===== src/rtl/mem_port_arbiter_if.sv =====
// Shared fetch / mem-stage / backing-memory signal bundle for mem_port_arbiter.
// slave = arbiter view, master = pipeline-plus-memory view.
interface mem_port_arbiter_if #(
   parameter int ADDR_W = 32,
   parameter int DATA_W = 32
);
   logic              i_req;
   logic [ADDR_W-1:0] i_addr;
   logic [DATA_W-1:0] i_rdata;
   logic              i_done;
   logic              d_req;
   logic              d_we;
   logic [ADDR_W-1:0] d_addr;
   logic [DATA_W-1:0] d_wdata;
   logic [DATA_W-1:0] d_rdata;
   logic              d_done;
   logic              m_req;
   logic              m_we;
   logic [ADDR_W-1:0] m_addr;
   logic [DATA_W-1:0] m_wdata;
   logic              m_ready;
   logic              m_rvalid;
   logic [DATA_W-1:0] m_rdata;
   logic              stall_if;
   logic              stall_mem;

   modport slave (
      input  i_req, i_addr, d_req, d_we, d_addr, d_wdata, m_ready, m_rvalid, m_rdata,
      output i_rdata, i_done, d_rdata, d_done, m_req, m_we, m_addr, m_wdata,
             stall_if, stall_mem
   );

   modport master (
      output i_req, i_addr, d_req, d_we, d_addr, d_wdata, m_ready, m_rvalid, m_rdata,
      input  i_rdata, i_done, d_rdata, d_done, m_req, m_we, m_addr, m_wdata,
             stall_if, stall_mem
   );
endinterface


===== src/rtl/mem_port_arbiter.sv =====
// Arbitrates fetch and mem-stage onto one memory port; data-first with a fetch starvation guard.
// Optional grant counters when ARB_PERF_CNT_EN is defined.
module mem_port_arbiter #(
   parameter int ADDR_W       = 32,
   parameter int DATA_W       = 32,
   parameter int STARVE_LIMIT = 4
) (
   input  logic                 clk,
   input  logic                 rst,
   mem_port_arbiter_if.slave    bus
`ifdef ARB_PERF_CNT_EN
   ,
   output logic [31:0]          perf_i_grants,
   output logic [31:0]          perf_d_grants,
   output logic [31:0]          perf_starve_forced
`endif
);
   localparam int CNT_W = $clog2(STARVE_LIMIT + 1);
   localparam logic [CNT_W-1:0] LIMIT = CNT_W'(STARVE_LIMIT);

   typedef enum logic [1:0] {IDLE, ISSUE, WAIT} state_t;

   state_t            state;
   logic              owner_d;
   logic [CNT_W-1:0]  starve_cnt;
   logic              m_req_q;
   logic              m_we_q;
   logic [ADDR_W-1:0] m_addr_q;
   logic [DATA_W-1:0] m_wdata_q;
   logic [DATA_W-1:0] i_rdata_q;
   logic [DATA_W-1:0] d_rdata_q;
   logic              i_done_q;
   logic              d_done_q;

   logic i_elig, d_elig, turnaround, starved, grant_d, grant_i, complete;

   assign i_elig     = bus.i_req & ~i_done_q;
   assign d_elig     = bus.d_req & ~d_done_q;
   // The done cycle is a dead cycle for both sides, so a held competing
   // request cannot slip in while the finishing requester turns around.
   assign turnaround = i_done_q | d_done_q;
   assign starved    = (starve_cnt >= LIMIT);
   assign grant_d    = (state == IDLE) & ~turnaround & d_elig & (~i_elig | ~starved);
   assign grant_i    = (state == IDLE) & ~turnaround & i_elig & (~d_elig | starved);
   assign complete   = bus.m_rvalid & ((state == WAIT) | ((state == ISSUE) & bus.m_ready));

   always_ff @(posedge clk) begin
      if (rst) begin
         state      <= IDLE;
         owner_d    <= 1'b1;
         starve_cnt <= '0;
         m_req_q    <= 1'b0;
         m_we_q     <= 1'b0;
         m_addr_q   <= '0;
         m_wdata_q  <= '0;
         i_rdata_q  <= '0;
         d_rdata_q  <= '0;
         i_done_q   <= 1'b0;
         d_done_q   <= 1'b0;
      end else begin
         i_done_q <= 1'b0;
         d_done_q <= 1'b0;
         case (state)
            IDLE: begin
               if (grant_d) begin
                  owner_d   <= 1'b1;
                  m_req_q   <= 1'b1;
                  m_we_q    <= bus.d_we;
                  m_addr_q  <= bus.d_addr;
                  m_wdata_q <= bus.d_wdata;
                  state     <= ISSUE;
                  if (bus.i_req && !starved)
                     starve_cnt <= starve_cnt + CNT_W'(1);
               end else if (grant_i) begin
                  owner_d    <= 1'b0;
                  m_req_q    <= 1'b1;
                  m_we_q     <= 1'b0;
                  m_addr_q   <= bus.i_addr;
                  starve_cnt <= '0;
                  state      <= ISSUE;
               end
            end
            ISSUE: begin
               if (bus.m_ready) begin
                  m_req_q <= 1'b0;
                  state   <= complete ? IDLE : WAIT;
               end
            end
            WAIT: begin
               if (bus.m_rvalid)
                  state <= IDLE;
            end
            default: state <= IDLE;
         endcase

         if (complete) begin
            if (owner_d) begin
               d_done_q <= 1'b1;
               if (!m_we_q)
                  d_rdata_q <= bus.m_rdata;
            end else begin
               i_done_q  <= 1'b1;
               i_rdata_q <= bus.m_rdata;
            end
         end
      end
   end

`ifdef ARB_PERF_CNT_EN
   always_ff @(posedge clk) begin
      if (rst) begin
         perf_i_grants      <= '0;
         perf_d_grants      <= '0;
         perf_starve_forced <= '0;
      end else begin
         if (grant_i)
            perf_i_grants <= perf_i_grants + 32'd1;
         if (grant_d)
            perf_d_grants <= perf_d_grants + 32'd1;
         if (grant_i && d_elig && starved)
            perf_starve_forced <= perf_starve_forced + 32'd1;
      end
   end
`endif

   assign bus.m_req     = m_req_q;
   assign bus.m_we      = m_we_q;
   assign bus.m_addr    = m_addr_q;
   assign bus.m_wdata   = m_wdata_q;
   assign bus.i_rdata   = i_rdata_q;
   assign bus.d_rdata   = d_rdata_q;
   assign bus.i_done    = i_done_q;
   assign bus.d_done    = d_done_q;
   assign bus.stall_if  = bus.i_req & ~i_done_q;
   assign bus.stall_mem = bus.d_req & ~d_done_q;
endmodule


===== src/flat_wrapper.sv =====
// flat-port wrapper written by rule: the top's interface ports become plain ports
module mem_port_arbiter_flat 
#(
   parameter int ADDR_W       = 32,
   parameter int DATA_W       = 32,
   parameter int STARVE_LIMIT = 4
)
  (clk, rst, bus_i_req, bus_i_addr, bus_d_req, bus_d_we, bus_d_addr, bus_d_wdata, bus_m_ready, bus_m_rvalid, bus_m_rdata, bus_i_rdata, bus_i_done, bus_d_rdata, bus_d_done, bus_m_req, bus_m_we, bus_m_addr, bus_m_wdata, bus_stall_if, bus_stall_mem);
  mem_port_arbiter_if #(.ADDR_W(ADDR_W), .DATA_W(DATA_W)) bus_i ();
  input  logic clk;
  input  logic rst;
  input wire logic [$bits(bus_i.i_req)-1:0] bus_i_req;
  input wire logic [$bits(bus_i.i_addr)-1:0] bus_i_addr;
  input wire logic [$bits(bus_i.d_req)-1:0] bus_d_req;
  input wire logic [$bits(bus_i.d_we)-1:0] bus_d_we;
  input wire logic [$bits(bus_i.d_addr)-1:0] bus_d_addr;
  input wire logic [$bits(bus_i.d_wdata)-1:0] bus_d_wdata;
  input wire logic [$bits(bus_i.m_ready)-1:0] bus_m_ready;
  input wire logic [$bits(bus_i.m_rvalid)-1:0] bus_m_rvalid;
  input wire logic [$bits(bus_i.m_rdata)-1:0] bus_m_rdata;
  output wire logic [$bits(bus_i.i_rdata)-1:0] bus_i_rdata;
  output wire logic [$bits(bus_i.i_done)-1:0] bus_i_done;
  output wire logic [$bits(bus_i.d_rdata)-1:0] bus_d_rdata;
  output wire logic [$bits(bus_i.d_done)-1:0] bus_d_done;
  output wire logic [$bits(bus_i.m_req)-1:0] bus_m_req;
  output wire logic [$bits(bus_i.m_we)-1:0] bus_m_we;
  output wire logic [$bits(bus_i.m_addr)-1:0] bus_m_addr;
  output wire logic [$bits(bus_i.m_wdata)-1:0] bus_m_wdata;
  output wire logic [$bits(bus_i.stall_if)-1:0] bus_stall_if;
  output wire logic [$bits(bus_i.stall_mem)-1:0] bus_stall_mem;
  assign bus_i.i_req = bus_i_req;
  assign bus_i.i_addr = bus_i_addr;
  assign bus_i.d_req = bus_d_req;
  assign bus_i.d_we = bus_d_we;
  assign bus_i.d_addr = bus_d_addr;
  assign bus_i.d_wdata = bus_d_wdata;
  assign bus_i.m_ready = bus_m_ready;
  assign bus_i.m_rvalid = bus_m_rvalid;
  assign bus_i.m_rdata = bus_m_rdata;
  assign bus_i_rdata = bus_i.i_rdata;
  assign bus_i_done = bus_i.i_done;
  assign bus_d_rdata = bus_i.d_rdata;
  assign bus_d_done = bus_i.d_done;
  assign bus_m_req = bus_i.m_req;
  assign bus_m_we = bus_i.m_we;
  assign bus_m_addr = bus_i.m_addr;
  assign bus_m_wdata = bus_i.m_wdata;
  assign bus_stall_if = bus_i.stall_if;
  assign bus_stall_mem = bus_i.stall_mem;
  mem_port_arbiter #(.ADDR_W(ADDR_W), .DATA_W(DATA_W), .STARVE_LIMIT(STARVE_LIMIT)) u_core (.clk(clk), .rst(rst), .bus(bus_i));
endmodule

===== config.mk =====
export PLATFORM = sky130hd
export DESIGN_NAME = mem_port_arbiter_flat
export DESIGN_NICKNAME = d
export VERILOG_FILES = /design/src/rtl/mem_port_arbiter_if.sv /design/src/rtl/mem_port_arbiter.sv /design/src/flat_wrapper.sv
export SDC_FILE = /design/constraint.sdc
export NUM_CORES = 1
export LEC_CHECK = 0
export CORE_AREA = 2 2 112 125
export DETAILED_ROUTE_END_ITERATION = 8
export DIE_AREA = 0 0 114 127
export PLACE_DENSITY = 0.82
export SYNTH_ARGS = -nofsm -noshare
export SYNTH_HDL_FRONTEND = slang
export SYNTH_SLANG_ARGS = --single-unit

===== constraint.sdc =====
create_clock -name clk -period 5.1 [get_ports clk]
set_clock_uncertainty 0.05 [all_clocks]
set_input_delay 1.275 -clock clk [delete_from_list [all_inputs] [get_ports clk]]
set_output_delay 1.275 -clock clk [all_outputs]
set_load 0.01 [all_outputs]

==> metrics.txt <==
status=finished, final reports clean; post_cts resized=0; Detailed Routing Iterations Pass 1=5; largest family of logic cells by synthesized area=simple AND/OR/NAND/NOR gates; yosys warns=0; Multi-input gate area=2780 um2; CP Data Required Time=3.77 ns; WL final=18,600 um; Placement Cell Area=8480 um2; switching share of power=0.255; Initial Utilization=0.443; area grow syn2layout=56.3%; Setup Fix Bufs, Post-CTS=0; synthesized-area fraction occupied by adder cells=0.00216; die height=127 um; IO Port Bufs=268; Worst Path Arrival=2.73 ns; Mapped Cells=631; antenna cells=0; largest net degree at the start of global routing=132; clock-pin slew on the worst setup and hold paths=0.06 ns; XOR/XNOR Fraction of Synth Area=0; clock share of power=0.419; Initial DRC Count=486; Max-slew headroom=0.0685; initial antenna violation count=0; maxcap violations=0; GPL Wtd Cong=0.872; Peak VDD IR=0.000182 V; clock latency on the worst-skew pair=0.41 ns; first-pass GRT wire length=29,200 um; Leak Pwr=3.36 nW; number of synthesized flops with an enable pin=0; Root Driver=clkbuf_16; Internal=0.00220 W; Rows=44; IO Pins=269; share of layout cells above drive strength 1=0.0517; Mapped Area=5800 um2; sequential share of power=0.400; RSZ-0062 raised after global routing=false; Via Count=5,686; Combinational Power Share=0.181; commonest non-fill, non-tap cell in the layout=clkdlybuf4s50_1; simple-gate share of the synthesized area=0.182; Post-synth top flop=dfxtp_1; cts hold-fix bufs=0; DRC viols=0; PwrDens=326 nW/um2; DR vias/cell=5.52; sw power=0.000754 W; area of the die=14,500 um2; Tot GR Track Use=0.252; vias in the first global route=5,778; Register Area=2760 um2; DPL Wire Length=12,400 um; Hold Vio Cnt, Final=0; Final period util=0.796; most frequent cells in the layout=clkdlybuf4s50_1, dfxtp_1, nand2b_1, a21oi_1, o21ai_0; FF+latch count, synth=138; max-slew violation count=0; Die W=114 um; Bufs on Longest Clock Path=2; final core area utilization=0.692; antenna-violating nets left=0; final hold slack=0.421 ns; CP Capture Type=output pin; CTS Buf Count=17; Setup-failing EPs final=0; CTS H-tree depth=4; min Tclk post-route=4.06 ns; WL/cell=18.0 um; mux cell area share after synthesis=0.110; critical path startpoint category=input port; clock net sink count=138; syn avg cell area=9.20 um2; crit path kind=input port to output pin; cell area after layout=9070 um2; core box area=13,100 um2; layout filler cell count=1,005; syn nets=767; nets=994; Worst Max-Slew Pin Slew=1.40 ns; setup total negative slack=0 ns; worst min path class=register to register; total grt overflow=0; compound-cell area share of the yosys netlist=0.179; sequential share of the synthesized area=0.476; CTS tree=built; Max Clock Freq=246 MHz; crit-path max FO=8; Synth async-reset ratio=0; Yosys cell types=35
[per-layer routing]
layer / vias to the layer above / routed length (um) / track usage
met5: - / 0 / 0
met4: 0 / 458 / 0.106
met3: 39 / 2010 / 0.101
met2: 281 / 8860 / 0.424
met1: 2667 / 7270 / 0.283
li1: 2699 / - / -
[cells in the mapped netlist (3+ instances only)]
cell type | number | area share
a311oi_1 | 32 | 0.048
dfxtp_1 | 138 | 0.48
clkbuf_1 | 45 | 0.029
mux2i_1 | 64 | 0.11
nor2_1 | 4 | 0.0026
buf_2 | 13 | 0.011
nand2_1 | 3 | 0.0019
o21ai_0 | 68 | 0.059
nand2b_1 | 96 | 0.10
nand3_1 | 65 | 0.056
buf_1 | 6 | 0.0039
a21oi_1 | 69 | 0.060
[path summary, 6_finish.rpt]
kind | startpoint | to | slack (ns) | depth (start not counted)
setup reg to reg | u_core.state[1]$_SDFFE_PP0P_ | u_core.bus.m_addr[17]$_SDFFE_PP0P_ | 2.18 | 3
hold reg to reg | u_core.owner_d$_SDFFE_PP1P_ | u_core.owner_d$_SDFFE_PP1P_ | 0.42 | 2
hold / removal | u_core.owner_d$_SDFFE_PP1P_ | u_core.owner_d$_SDFFE_PP1P_ | 0.42 | 2
setup / recovery | bus_i_req | bus_stall_if | 1.04 | 3
[worst max-delay path: stages]
cell and delay, ns:
clkdlybuf4s50_1 0.64, nor2b_1 0.23, clkdlybuf4s50_1 0.58
[flip-flops by register name, summed over array words and instances, names as in the netlist]
| name | cells |
|---|---|
| u_core.bus.m_addr | 32 |
| u_core.bus.d_done | 1 |
| u_core.owner_d | 1 |
| u_core.bus.i_rdata | 32 |
| u_core.bus.d_rdata | 32 |
| u_core.bus.m_we | 1 |
| u_core.starve_cnt | 3 |
| u_core.bus.i_done | 1 |
| u_core.bus.m_req | 1 |
| u_core.bus.m_wdata | 32 |
| u_core.state | 2 |
[power by group through the flow]
stage,Sequential (W),Clock (W),Combinational (W)
finish,0.00118,0.00124,0.000535
global route,0.00119,0.00130,0.000576
CTS,0.00118,0.00125,0.000534
detailed placement,0.00120,0,0.000530
global placement,0.00120,0,0.000516
floorplan,0.00123,0,0.000225
[per-stage QoR]
step	setup slack, ns	power [W]	std cells
after global placement	1.07	0.00172	1000
after CTS	1.06	0.00297	1031
after floorplan	2.27	0.00145	631
final	1.04	0.00296	1031
after global routing	0.999	0.00306	1031
after detailed placement	1.06	0.00173	1000
[logic make-up (layout without fill, tap and decap cells)]
group	after synthesis	in the layout
multiplexers	64	64
AND/OR/NAND/NOR	183	183
buffers and inverters	68	307
adder cells (fa/ha/maj)	1	1
AO/OA/AOI/OAI	177	177
flip-flops	138	138
[final cells by class]
class,count,area share
flip-flops and latches,138,0.305
well taps,161,0.0222
clock buffers,22,0.0534
inverters,2,0.000827
repair buffers,274,0.300
multi-input cells,425,0.306
clock inverters,9,0.0124
Note: power is estimated with default switching activity, not from simulation.
